==> config.mk <==
export PLATFORM = sky130hd
export DESIGN_NAME = dprintf_uart_tx
export DESIGN_NICKNAME = d
export VERILOG_FILES = /design/src/rtl/dprintf_uart_tx.sv
export SDC_FILE = /design/constraint.sdc
export NUM_CORES = 1
export LEC_CHECK = 0
export ABC_AREA = 1
export CORE_ASPECT_RATIO = 0.6
export CORE_MARGIN = 5
export CORE_UTILIZATION = 60
export DETAILED_ROUTE_END_ITERATION = 10
export PLACE_DENSITY = 0.79
export SYNTH_ARGS = -nofsm -noshare
export SYNTH_HDL_FRONTEND = slang
export SYNTH_SLANG_ARGS = --single-unit
==> constraint.sdc <==
create_clock -name clk -period 2.6 [get_ports clk]
set_input_delay 0.26 -clock clk [delete_from_list [all_inputs] [get_ports clk]]
set_output_delay 0.26 -clock clk [all_outputs]
set_load 0.1 [all_outputs]
==> src/rtl/dprintf_uart_tx.sv <==
// Byte FIFO plus 8N1 UART transmitter for dprintf output.
// Optional CR/LF insertion on address discontinuity: define DPRINTF_UART_NEWLINE_EN.
module dprintf_uart_tx #(
  parameter int CLK_DIV   = 868,
  parameter int FIFO_LOG2 = 4
) (
  input  logic        clk,
  input  logic        clk__enable,
  input  logic        reset,
  input  logic        dprintf_byte__valid,
  input  logic [7:0]  dprintf_byte__data,
  input  logic [15:0] dprintf_byte__address,
  output logic        uart_txd,
  output logic        tx_busy,
  output logic [15:0] overflow_count
);
  localparam int DEPTH = 1 << FIFO_LOG2;
`ifdef DPRINTF_UART_NEWLINE_EN
  localparam int ENTRY_W = 9;
`else
  localparam int ENTRY_W = 8;
`endif
  localparam logic [15:0] BIT_LAST = 16'(CLK_DIV - 1);

  typedef enum logic [1:0] {IDLE, START, DATA, STOP} state_t;

  function automatic logic [15:0] sat_inc(input logic [15:0] v);
    return (v == 16'hFFFF) ? v : v + 16'd1;
  endfunction

  logic [ENTRY_W-1:0] mem [DEPTH];
  logic [FIFO_LOG2:0] wr_ptr;
  logic [FIFO_LOG2:0] rd_ptr;
  logic               fifo_empty;
  logic               fifo_full;
  logic               push;
  logic               pop;
  logic [ENTRY_W-1:0] head;
  logic [ENTRY_W-1:0] push_entry;
  logic               head_flag;

  state_t      state;
  logic [15:0] timer;
  logic [2:0]  bit_idx;
  logic [7:0]  shreg;
  logic [7:0]  pend_data;
  logic [1:0]  nl_phase;
  logic        bit_end;
  logic        frame_start;
  logic        ld_any;
  logic        ld_pop;
  logic [7:0]  ld_byte;
  logic [7:0]  ld_pend;
  logic [1:0]  ld_phase;

  assign fifo_empty = (wr_ptr == rd_ptr);
  assign fifo_full  = (wr_ptr[FIFO_LOG2] != rd_ptr[FIFO_LOG2]) &&
                      (wr_ptr[FIFO_LOG2-1:0] == rd_ptr[FIFO_LOG2-1:0]);
  assign push       = dprintf_byte__valid && !fifo_full;
  assign head       = mem[rd_ptr[FIFO_LOG2-1:0]];

`ifdef DPRINTF_UART_NEWLINE_EN
  logic        have_prev;
  logic [15:0] last_addr;
  logic        push_flag;

  // A jump in character position means a new line started in the formatter.
  assign push_flag  = have_prev && ((last_addr + 16'd1) != dprintf_byte__address);
  assign push_entry = {push_flag, dprintf_byte__data};
  assign head_flag  = head[8];

  always_ff @(posedge clk) begin
    if (clk__enable) begin
      if (reset) begin
        have_prev <= 1'b0;
        last_addr <= '0;
      end else if (push) begin
        have_prev <= 1'b1;
        last_addr <= dprintf_byte__address;
      end
    end
  end
`else
  logic unused_addr;

  assign unused_addr = ^dprintf_byte__address;
  assign push_entry  = dprintf_byte__data;
  assign head_flag   = 1'b0;
`endif

  // FIFO storage and pointers
  always_ff @(posedge clk) begin
    if (clk__enable && push) begin
      mem[wr_ptr[FIFO_LOG2-1:0]] <= push_entry;
    end
  end

  always_ff @(posedge clk) begin
    if (clk__enable) begin
      if (reset) begin
        wr_ptr         <= '0;
        rd_ptr         <= '0;
        overflow_count <= '0;
      end else begin
        if (push) wr_ptr <= wr_ptr + 1'b1;
        if (pop)  rd_ptr <= rd_ptr + 1'b1;
        if (dprintf_byte__valid && fifo_full) overflow_count <= sat_inc(overflow_count);
      end
    end
  end

  // Next frame source: pending LF, pending data after CR/LF, or the FIFO head
  always_comb begin
    ld_any   = 1'b0;
    ld_pop   = 1'b0;
    ld_byte  = head[7:0];
    ld_pend  = pend_data;
    ld_phase = 2'd0;
    if (nl_phase == 2'd2) begin
      ld_any   = 1'b1;
      ld_byte  = 8'h0A;
      ld_phase = 2'd1;
    end else if (nl_phase == 2'd1) begin
      ld_any  = 1'b1;
      ld_byte = pend_data;
    end else if (!fifo_empty) begin
      ld_any = 1'b1;
      ld_pop = 1'b1;
      if (head_flag) begin
        ld_byte  = 8'h0D;
        ld_pend  = head[7:0];
        ld_phase = 2'd2;
      end
    end
  end

  assign bit_end     = (timer == BIT_LAST);
  assign frame_start = ld_any && ((state == IDLE) || ((state == STOP) && bit_end));
  assign pop         = frame_start && ld_pop;
  assign tx_busy     = (state != IDLE) || !fifo_empty;

  // Transmit FSM
  always_ff @(posedge clk) begin
    if (clk__enable) begin
      if (reset) begin
        state    <= IDLE;
        timer    <= '0;
        bit_idx  <= '0;
        nl_phase <= '0;
        uart_txd <= 1'b1;
      end else if (frame_start) begin
        state     <= START;
        timer     <= '0;
        uart_txd  <= 1'b0;
        shreg     <= ld_byte;
        pend_data <= ld_pend;
        nl_phase  <= ld_phase;
      end else begin
        case (state)
          IDLE: uart_txd <= 1'b1;
          START: begin
            if (bit_end) begin
              timer    <= '0;
              state    <= DATA;
              bit_idx  <= '0;
              uart_txd <= shreg[0];
              shreg    <= {1'b0, shreg[7:1]};
            end else begin
              timer <= timer + 16'd1;
            end
          end
          DATA: begin
            if (bit_end) begin
              timer <= '0;
              if (bit_idx == 3'd7) begin
                state    <= STOP;
                uart_txd <= 1'b1;
              end else begin
                bit_idx  <= bit_idx + 3'd1;
                uart_txd <= shreg[0];
                shreg    <= {1'b0, shreg[7:1]};
              end
            end else begin
              timer <= timer + 16'd1;
            end
          end
          STOP: begin
            if (bit_end) begin
              timer <= '0;
              state <= IDLE;
            end else begin
              timer <= timer + 16'd1;
            end
          end
          default: state <= IDLE;
        endcase
      end
    end
  end

endmodule
After elaboration in Yosys (flattened, before gate mapping)
Memories as Yosys holds them, arrays and structs flattened. A register that Yosys moved wholly into a read port is not among the register bits. Cells that the tools add are included.

Reductions and logical operators: 33. Eq/ne operators: 23. Muxes and demuxes: 40. Bitwise gates (word level): 1. Add/subtract/negate cells: 5.

Operator list (count): 16-bit 2-to-1 mux (4); 8-bit 2-to-1 mux (6); 16-bit by 1-bit adder with 16-bit output (second input constant) (2); 3-bit inequality test (second input constant) (6); 6-bit AND reduction (3); 16-bit by 10-bit == test with 1-bit output (second input constant) (1); 16-bit == test (second input constant) (1); 4-bit inequality test (second input constant) (4); 8-bit one-hot mux with 2 select lines (1); 1-bit 2-to-1 mux (13); 3-bit 2-to-1 mux (4); 5-bit by 1-bit adder with 5-bit output (second input constant) (2); 2-bit 2-to-1 mux (5); 5-bit 2-to-1 mux (2); 2-bit nonzero test (5); 5-bit nonzero test (2); 3-bit nonzero test (3); 4-bit 2-to-1 mux (2); 2-bit AND reduction (4); 1-bit logical AND (7); 2-bit == test (second input constant) (3); 2-bit one-hot mux with 3 select lines (1); 3-bit one-hot mux with 2 select lines (1); 5-bit == test (1); 15 further kinds (19).

RAM bits: 128. Register bits: 58. Memories kept: 1. Bits of input ports: 28. Logic and storage cells: 113. Output and inout port bits: 18.

Memories: mem (depth 16, width 8, rd ports 1, clocked after memory_dff 1, write ports 1, RTL line 31) `logic [ENTRY_W-1:0] mem [DEPTH];`.

Longest topological paths before layout
Gate-level depths: netlist of run 1.

Word-level depth: 9. Depth in mapped cells: 12. Mapped depth without buffers: 12.

Worst setup path after synthesis of run 1
OpenSTA, ideal clock, no wires.

Path kind: register to register. Start point: register overflow_count[0]. End point: register overflow_count[0], enable pin. Data required time: 2.238 ns. Period minus slack after synthesis: 2.706 ns. Buffers on the path: 0. Stages on the path, launching flop included: 9. Library setup time: 0.362 ns. Setup slack: -0.106 ns. Arrival: 2.345 ns. Path through: edfxtp_1 -> ha_1 -> nand3_1 -> inv_1 -> nand2_1 -> nor2_1 -> nand3_1 -> o21ai_0 -> nand2_1.

Longest elaborated chain between the ends: 3.

Ends and longest elaborated chain: start: declaration (RTL line 15) `output logic [15:0] overflow_count`; start signal: assignment (RTL line 107) `if (dprintf_byte__valid && fifo_full) overflow_count <= sat_inc(overflow_count);`; 16-bit == test (RTL line 28) `return (v == 16'hFFFF) ? v : v + 16'd1;`; 2-bit inequality test (no source line); 3-bit AND reduction (no source line).

No other way between the ends. A chain may end at the register's enable or synchronous reset.

Final worst setup path of run 1
Start point: register rd_ptr[0]. End point: memory mem[8][5], enable pin.

Longest elaborated chain between the ends: 7.

Ends and longest elaborated chain: start: declaration (RTL line 33) `logic [FIFO_LOG2:0] rd_ptr;`; start signal: assignment (RTL line 106) `if (pop) rd_ptr <= rd_ptr + 1'b1;`; 4-bit == test (RTL line 58) `(wr_ptr[FIFO_LOG2-1:0] == rd_ptr[FIFO_LOG2-1:0]);`; 1-bit logical AND (RTL line 57) `assign fifo_full = (wr_ptr[FIFO_LOG2] != rd_ptr[FIFO_LOG2]) &&`; 1-bit logical NOT (RTL line 59) `assign push = dprintf_byte__valid && !fifo_full;`; 1-bit logical AND (RTL line 59); 1-bit logical AND (RTL line 93) `if (clk__enable && push) begin`; 1-bit 2-to-1 mux (RTL line 93); 1-bit 2-to-1 mux (implied by the code) (RTL line 94) `mem[wr_ptr[FIFO_LOG2-1:0]] <= push_entry;`; end: declaration (RTL line 31).

No other way between the ends.

==> results.sh, run 1 <==
export IMPL_cp_required_ns=2.64
export IMPL_post_drt_wl_per_cell_microns=17.4
export IMPL_worst_ep_arrival_time_ns=2.35
export IMPL_peakVddDrop_uv=411
export IMPL_total_of_endpoints_with_negative_setup_slack_in_the_final_report=0
export IMPL_h_tree_depth=4
export IMPL_detailedPlace_worstSlack_ns=0.313
export IMPL_period_utilization_post_route=0.888
export IMPL_placed_cells=988
export IMPL_finClkSkew_ns=0.0134
export IMPL_synth_nets=835
export IMPL_postLayoutCoreUtil=0.690
export IMPL_clk_path_buf_depth=2
export IMPL_powerDensity_nw_per_um2=723
export IMPL_postCtsResizedCells=0
export IMPL_p_leak_nw=3.45
export IMPL_crit_slowest_cell="sky130_fd_sc_hd__nor2_1"
export IMPL_path_delay_family="simple AND/OR/NAND/NOR gates"
export IMPL_via_count=5848
export IMPL_clkSlewWorstSetupHoldPaths_ns=0.07
export IMPL_vias_per_cell=5.74
export IMPL_hold_class="reg2reg"
export IMPL_worst_skew_pair_late_latency_ns=0.43
export IMPL_route_met3_wl_mm=1.53
export IMPL_mappedNetlistArea_sq_um=8620
export IMPL_ctsHoldBuffers=0
export IMPL_outcome="finished clean"
export IMPL_crit_fanout=17
export IMPL_synth_yosys_seq_area_share=0.651
export IMPL_cp_end_kind="flip-flop"
export IMPL_gr_usage_all_layers=0.227
export IMPL_critical_path_buffers_and_inverters=0
export IMPL_cts_inserted_buffers=17
export IMPL_max_slew_margin=0.345
export IMPL_wl_mm=17.7
export IMPL_design_portCount=46
export IMPL_top_layer="met4"
export IMPL_globalRoute_totalOverflow=0
export IMPL_yosys_register_bits=188
export IMPL_initial_drt_markers=704
export IMPL_detail_route_first_pass_iterations=7
export IMPL_pin_count_of_the_biggest_net_entering_global_routing=62
export IMPL_finalHoldWorstSlack_ns=0.524
export IMPL_gp_congestion=0.891
export IMPL_slowest_delay_ns=0.79
export IMPL_synthCells=791
export IMPL_route_antenna_remaining_nets=0
export IMPL_final_net_count=859
export IMPL_total_die_area_sq_um=16900
export IMPL_dp_hpwl_mm=11.7
export IMPL_fraction_of_final_layout_cells_with_drive_strength_greater_than_1=0.110
export IMPL_unrepaired_setup_endpoints_after_global_routing="no"
export IMPL_cts_tree="done"
export IMPL_setup_tns_ns=0
export IMPL_clock_fmax_ghz=0.433
export IMPL_layout_setup_ws_ns=0.290
export IMPL_worst_slew_pin_transition_ns=0.979
export IMPL_fp_row_count=33
export IMPL_initial_cell_density_of_the_core=0.621
export IMPL_synthesis_area_per_instance_sq_um=10.9
export IMPL_postCtsSetupBuffers=0
export IMPL_fp_dieW_microns=165
export IMPL_maxCapViolations=0
export IMPL_antenna_found_initial=0
export IMPL_startpoint_type="flip-flop"
export IMPL_finalCriticalPeriod_ns=2.31
export IMPL_clock_sinks=188
export IMPL_area_growth_synth_to_final_pct=11.1
export IMPL_via_count_of_the_first_global_routing_pass=5630
export IMPL_first_pass_grt_wire_length_mm=29.2
export IMPL_buffers_added_on_ports=29
export IMPL_placeableCoreArea_sq_um=13900
export IMPL_layout_cells_non_filler=1018
export IMPL_die_ht_microns=103
export IMPL_antenna_cells_inserted=0
export IMPL_final_hold_viol_count=0
export IMPL_timing_setup_critical_path_class="reg2reg"
export IMPL_cts_root_buffer="sky130_fd_sc_hd__clkbuf_16"
export IMPL_yosys_cell_types_count=35
export IMPL_critPathMostFrequentCell="sky130_fd_sc_hd__nor2_1"
export IMPL_synthesis_yosys_warnings=0
export IMPL_drc_errors_left=0
export IMPL_number_of_max_slew_violations_in_the_final_report=0
export IMPL_wirelength_met1_mm=8.14
export IMPL_critical_path_cell_list="xor2_1 -> nor2_1 -> nand2_1 -> o21bai_4 -> nor2_1"
export IMPL_met2_routed_wirelength_mm=7.84
==> logic make-up after synthesis <==
logic type,Yosys count,share of synthesized area
flip-flops,188,0.651
AO/OA/AOI/OAI,137,0.0928
adder cells (fa/ha/maj),16,0.0232
XOR/XNOR,14,0.0160
AND/OR/NAND/NOR,344,0.170
buffers and inverters,92,0.0479
==> worst register-to-register path: cells and delay by family (launching register included) <==
kind / cells / cell delay [ns]
compound gates: 1 / 0.15
xor+xnor: 1 / 0.23
simple gates: 3 / 1.04
flops: 1 / 0.51
==> power breakdown <==
group	total [mW]	internal, mW	leakage (nW)	switching (mW)
sequential	3.52	3.44	1.73	0.0813
combinational	0.859	0.247	1.44	0.611
clock	2.54	1.42	0.270	1.12
==> cell usage in the layout (no fill, tap or decap), types with 3 or more instances in the layout <==
cell                              count
sky130_fd_sc_hd__or2_2                3
sky130_fd_sc_hd__a21oi_2              4
sky130_fd_sc_hd__xnor2_1              3
sky130_fd_sc_hd__nor3_1              14
sky130_fd_sc_hd__clkdlybuf4s50_1     11
sky130_fd_sc_hd__inv_2                3
sky130_fd_sc_hd__o211ai_1            32
sky130_fd_sc_hd__nand4_1              9
sky130_fd_sc_hd__inv_1               55
sky130_fd_sc_hd__a21oi_1             22
sky130_fd_sc_hd__o21ai_0             74
sky130_fd_sc_hd__nor2_1             154
sky130_fd_sc_hd__nor2_2              12
sky130_fd_sc_hd__nand2_4              3
sky130_fd_sc_hd__xor2_1               9
sky130_fd_sc_hd__edfxtp_1           184
sky130_fd_sc_hd__dfxtp_1              3
sky130_fd_sc_hd__ha_1                15
sky130_fd_sc_hd__buf_4               27
sky130_fd_sc_hd__inv_6                4
sky130_fd_sc_hd__clkbuf_16           17
sky130_fd_sc_hd__clkinvlp_4           3
sky130_fd_sc_hd__nand2_1            102
sky130_fd_sc_hd__nand3_1             42
==> path summary, 6_finish.rpt <==
kind | slack (ns) | to | startpoint | cells after the start
setup / recovery | 0.29 | mem[8][5]$_DFFE_PP_ | rd_ptr[0]$_SDFFCE_PP0P_ | 5
hold / removal | 0.52 | shreg[2]$_DFFE_PP_ | shreg[3]$_DFFE_PP_ | 2
setup reg to reg | 0.29 | mem[8][5]$_DFFE_PP_ | rd_ptr[0]$_SDFFCE_PP0P_ | 5
hold reg to reg | 0.52 | shreg[2]$_DFFE_PP_ | shreg[3]$_DFFE_PP_ | 2
==> per-layer routing <==
| layer | vias to the layer above | global-route usage |
|---|---|---|
| li1 | 2801 | - |
| met1 | 2741 | 0.335 |
| met2 | 283 | 0.347 |
| met3 | 23 | 0.0368 |
| met4 | 0 | 0.0831 |
| met5 | - | 0 |
==> stage by stage <==
step           instance area, sq um  power (mW)
2_1_floorplan                  8620        4.20
3_3_place_gp                   9000        4.39
3_5_place_dp                   9000        4.43
4_1_cts                        9570        6.95
5_1_grt                        9570        7.19
6_report                       9570        6.92
==> Yosys cell counts <==
library cell / instances / area, sq um
sky130_fd_sc_hd__xor2_2: 1 / 16.3
sky130_fd_sc_hd__o21ai_0: 75 / 375
sky130_fd_sc_hd__buf_12: 1 / 20.0
sky130_fd_sc_hd__a21oi_1: 22 / 110
sky130_fd_sc_hd__nor3_1: 14 / 70.1
sky130_fd_sc_hd__clkbuf_1: 7 / 26.3
sky130_fd_sc_hd__inv_2: 3 / 11.3
sky130_fd_sc_hd__o22ai_1: 1 / 6.26
sky130_fd_sc_hd__edfxtp_1: 184 / 5530
sky130_fd_sc_hd__xor2_1: 9 / 78.8
sky130_fd_sc_hd__a21oi_2: 4 / 35.0
sky130_fd_sc_hd__inv_1: 55 / 206
sky130_fd_sc_hd__or2_2: 3 / 18.8
sky130_fd_sc_hd__nand4_1: 9 / 56.3
sky130_fd_sc_hd__nand2_2: 1 / 6.26
sky130_fd_sc_hd__buf_4: 1 / 7.51
sky130_fd_sc_hd__o211ai_1: 32 / 240
sky130_fd_sc_hd__nor2_4: 1 / 11.3
sky130_fd_sc_hd__nor3b_1: 1 / 7.51
sky130_fd_sc_hd__buf_1: 2 / 7.51
sky130_fd_sc_hd__o21bai_4: 1 / 18.8
sky130_fd_sc_hd__nand2_1: 103 / 387
sky130_fd_sc_hd__dfxtp_1: 4 / 80.1
sky130_fd_sc_hd__nor2_2: 11 / 68.8
sky130_fd_sc_hd__ha_1: 16 / 200
sky130_fd_sc_hd__a211oi_1: 1 / 7.51
sky130_fd_sc_hd__a31oi_1: 1 / 6.26
sky130_fd_sc_hd__nand3_1: 42 / 210
sky130_fd_sc_hd__nor2_1: 155 / 582
sky130_fd_sc_hd__xnor2_2: 1 / 16.3
sky130_fd_sc_hd__nand3_2: 1 / 10.0
sky130_fd_sc_hd__buf_6: 3 / 33.8
sky130_fd_sc_hd__xnor2_1: 3 / 26.3
sky130_fd_sc_hd__buf_2: 20 / 100
sky130_fd_sc_hd__nand2_4: 3 / 33.8
==> sequential cells by signal, indices dropped and copies added, names as in the netlist, named ones only <==
name and flops:
bit_idx 3, mem 128, overflow_count 16, rd_ptr 5
shreg 8, state 2, timer 16, uart_txd 1
wr_ptr 5
==> final cells by class <==
class / count / area, sq um
sequential: 188 / 5610
fill: 990 / 4300
multi-input combinational: 511 / 2610
clock buffer: 18 / 429
timing repair buffer: 39 / 333
tap: 192 / 240
inverter: 58 / 218
clock inverter: 12 / 140
Note: power is estimated with default switching activity, not from simulation.
==> run 2, diff against run 1 <==
Clock period 2.6 ns to 2.5 ns, I/O delays scaled along.
==> results.sh, run 2 (synthesized netlist as in run 1, its figures left out) <==
export IMPL_outcome="finished clean"
export IMPL_area_growth_synth_to_final_pct=11.2
export IMPL_postCtsSetupBuffers=0
export IMPL_crit_end="mem[8][2]$_DFFE_PP_"
export IMPL_post_drt_wl_per_cell_microns=17.1
export IMPL_globalRoute_totalOverflow=0
export IMPL_dp_hpwl_mm=11.6
export IMPL_timing_rr_end="mem[8][2]$_DFFE_PP_"
export IMPL_worst_slew_pin_transition_ns=1.01
export IMPL_die_ht_microns=103
export IMPL_fp_row_count=33
export IMPL_fp_dieW_microns=165
export IMPL_clock_fmax_ghz=0.432
export IMPL_clkSlewWorstSetupHoldPaths_ns=0.07
export IMPL_postPlaceCellArea_sq_um=9010
export IMPL_detailedPlace_worstSlack_ns=0.204
export IMPL_hold_class="reg2reg"
export IMPL_antenna_cells_inserted=0
export IMPL_clock_sinks=188
export IMPL_cts_root_buffer="sky130_fd_sc_hd__clkbuf_16"
export IMPL_postCtsResizedCells=0
export IMPL_slowest_delay_ns=0.81
export IMPL_first_pass_grt_wire_length_mm=27.9
export IMPL_buffers_added_on_ports=29
export IMPL_maxCapViolations=0
export IMPL_critical_path_buffers_and_inverters=0
export IMPL_finalCriticalPeriod_ns=2.32
export IMPL_holdCritStartpoint="shreg[6]$_DFFE_PP_"
export IMPL_postLayoutCoreUtil=0.690
export IMPL_via_count_of_the_first_global_routing_pass=5440
export IMPL_peakVddDrop_uv=554
export IMPL_gr_usage_all_layers=0.219
export IMPL_p_leak_nw=3.45
export IMPL_unrepaired_setup_endpoints_after_global_routing="no"
export IMPL_gp_congestion=0.887
export IMPL_via_count=5868
export IMPL_clk_path_buf_depth=2
export IMPL_worst_ep_arrival_time_ns=2.37
export IMPL_finClkSkew_ns=0.0135
export IMPL_cp_required_ns=2.55
export IMPL_crit_fanout=17
export IMPL_pin_count_of_the_biggest_net_entering_global_routing=65
export IMPL_max_slew_margin=0.325
export IMPL_h_tree_depth=4
export IMPL_final_cell_mix="sky130_fd_sc_hd__edfxtp_1 (184), sky130_fd_sc_hd__nor2_1 (154), sky130_fd_sc_hd__nand2_1 (101), sky130_fd_sc_hd__o21ai_0 (74), sky130_fd_sc_hd__inv_1 (54)"
export IMPL_r2r_setup_slack_ns=0.18
export IMPL_layout_setup_ws_ns=0.183
export IMPL_path_delay_family="simple AND/OR/NAND/NOR gates"
export IMPL_regToRegStartpoint="wr_ptr[2]$_SDFFCE_PP0P_"
export IMPL_placeableCoreArea_sq_um=13900
export IMPL_number_of_max_slew_violations_in_the_final_report=0
export IMPL_worst_skew_pair_late_latency_ns=0.44
export IMPL_initial_drt_markers=633
export IMPL_total_of_endpoints_with_negative_setup_slack_in_the_final_report=0
export IMPL_powerDensity_nw_per_um2=748
export IMPL_timing_setup_critical_path_class="reg2reg"
export IMPL_final_net_count=860
export IMPL_total_die_area_sq_um=16900
export IMPL_worst_r2r_path_depth=5
export IMPL_ctsHoldBuffers=0
export IMPL_vias_per_cell=5.75
export IMPL_cts_inserted_buffers=17
export IMPL_largest_reg_flops=128
export IMPL_design_portCount=46
export IMPL_finalHoldWorstSlack_ns=0.522
export IMPL_final_hold_viol_count=0
export IMPL_final_common_cell="sky130_fd_sc_hd__edfxtp_1"
export IMPL_critical_path_cell_list="xor2_2 -> nor2_4 -> nand2_1 -> o21bai_4 -> nor2_1"
export IMPL_period_utilization_post_route=0.927
export IMPL_crit_slowest_cell="sky130_fd_sc_hd__nor2_1"
export IMPL_drc_errors_left=0
export IMPL_startpoint_type="flip-flop"
export IMPL_setup_worst_path_start="wr_ptr[2]$_SDFFCE_PP0P_"
export IMPL_cp_end_kind="flip-flop"
export IMPL_path_depth=5
export IMPL_wl_mm=17.5
export IMPL_fraction_of_final_layout_cells_with_drive_strength_greater_than_1=0.116
export IMPL_initial_cell_density_of_the_core=0.621
export IMPL_cts_tree="done"
export IMPL_route_antenna_remaining_nets=0
export IMPL_antenna_found_initial=0
export IMPL_stdcell_area_sq_um=9580
export IMPL_detail_route_first_pass_iterations=5
[run 2: cell type report]
type                    instances  area, sq um
flip-flops and latches        188         5610
clock buffers                  17          425
clock inverters                14          148
well taps                     192          240
fillers                       981         4290
multi-input cells             511         2610
inverters                      58          218
repair buffers                 40          328
[run 2: worst min path at each step]
stage / endpoint / slack [ns] / cells after the start
floorplan: mem[0][0]$_DFFE_PP_ / 0.35 / 0
global placement: shreg[2]$_DFFE_PP_ / 0.50 / 2
detailed placement: shreg[5]$_DFFE_PP_ / 0.50 / 2
CTS: shreg[5]$_DFFE_PP_ / 0.52 / 2
global route: shreg[5]$_DFFE_PP_ / 0.55 / 2
finish: shreg[5]$_DFFE_PP_ / 0.52 / 2
[run 2: through the flow]
step / power (mW) / cells / setup TNS (ns)
4_1_cts: 7.19 / 1020 / 0
6_report: 7.16 / 1020 / 0
3_3_place_gp: 4.57 / 989 / 0
2_1_floorplan: 4.37 / 791 / -0.538
5_1_grt: 7.41 / 1020 / 0
3_5_place_dp: 4.60 / 989 / 0
[run 2: worst min-delay path, cell delays in order (launching register included)]
cell                       delay [ns]
sky130_fd_sc_hd__edfxtp_1        0.32
sky130_fd_sc_hd__nand2_1         0.05
sky130_fd_sc_hd__nand2_1         0.05
[run 2: routing by layer]
metal	vias up	part of all wire	routed length (microns)	track usage
li1	2794	-	-	-
met1	2770	0.46	8040	0.325
met2	277	0.44	7700	0.324
met3	27	0.080	1400	0.0447
met4	0	0.018	318	0.0831
met5	-	0	0	0
[run 2: power by group]
| part | total, mW | switching [mW] | internal, mW |
|---|---|---|---|
| sequential | 3.65 | 0.0765 | 3.58 |
| combinational | 0.894 | 0.639 | 0.255 |
| clock | 2.62 | 1.15 | 1.47 |
| total | 7.16 | 1.86 | 5.30 |
==> run 3, diff against run 2 <==
Settings changed: CTS_CLUSTER_SIZE from default to 28.
==> results of run 3 <==
The final DEF is identical to that of run 2; final timing and power are the same.
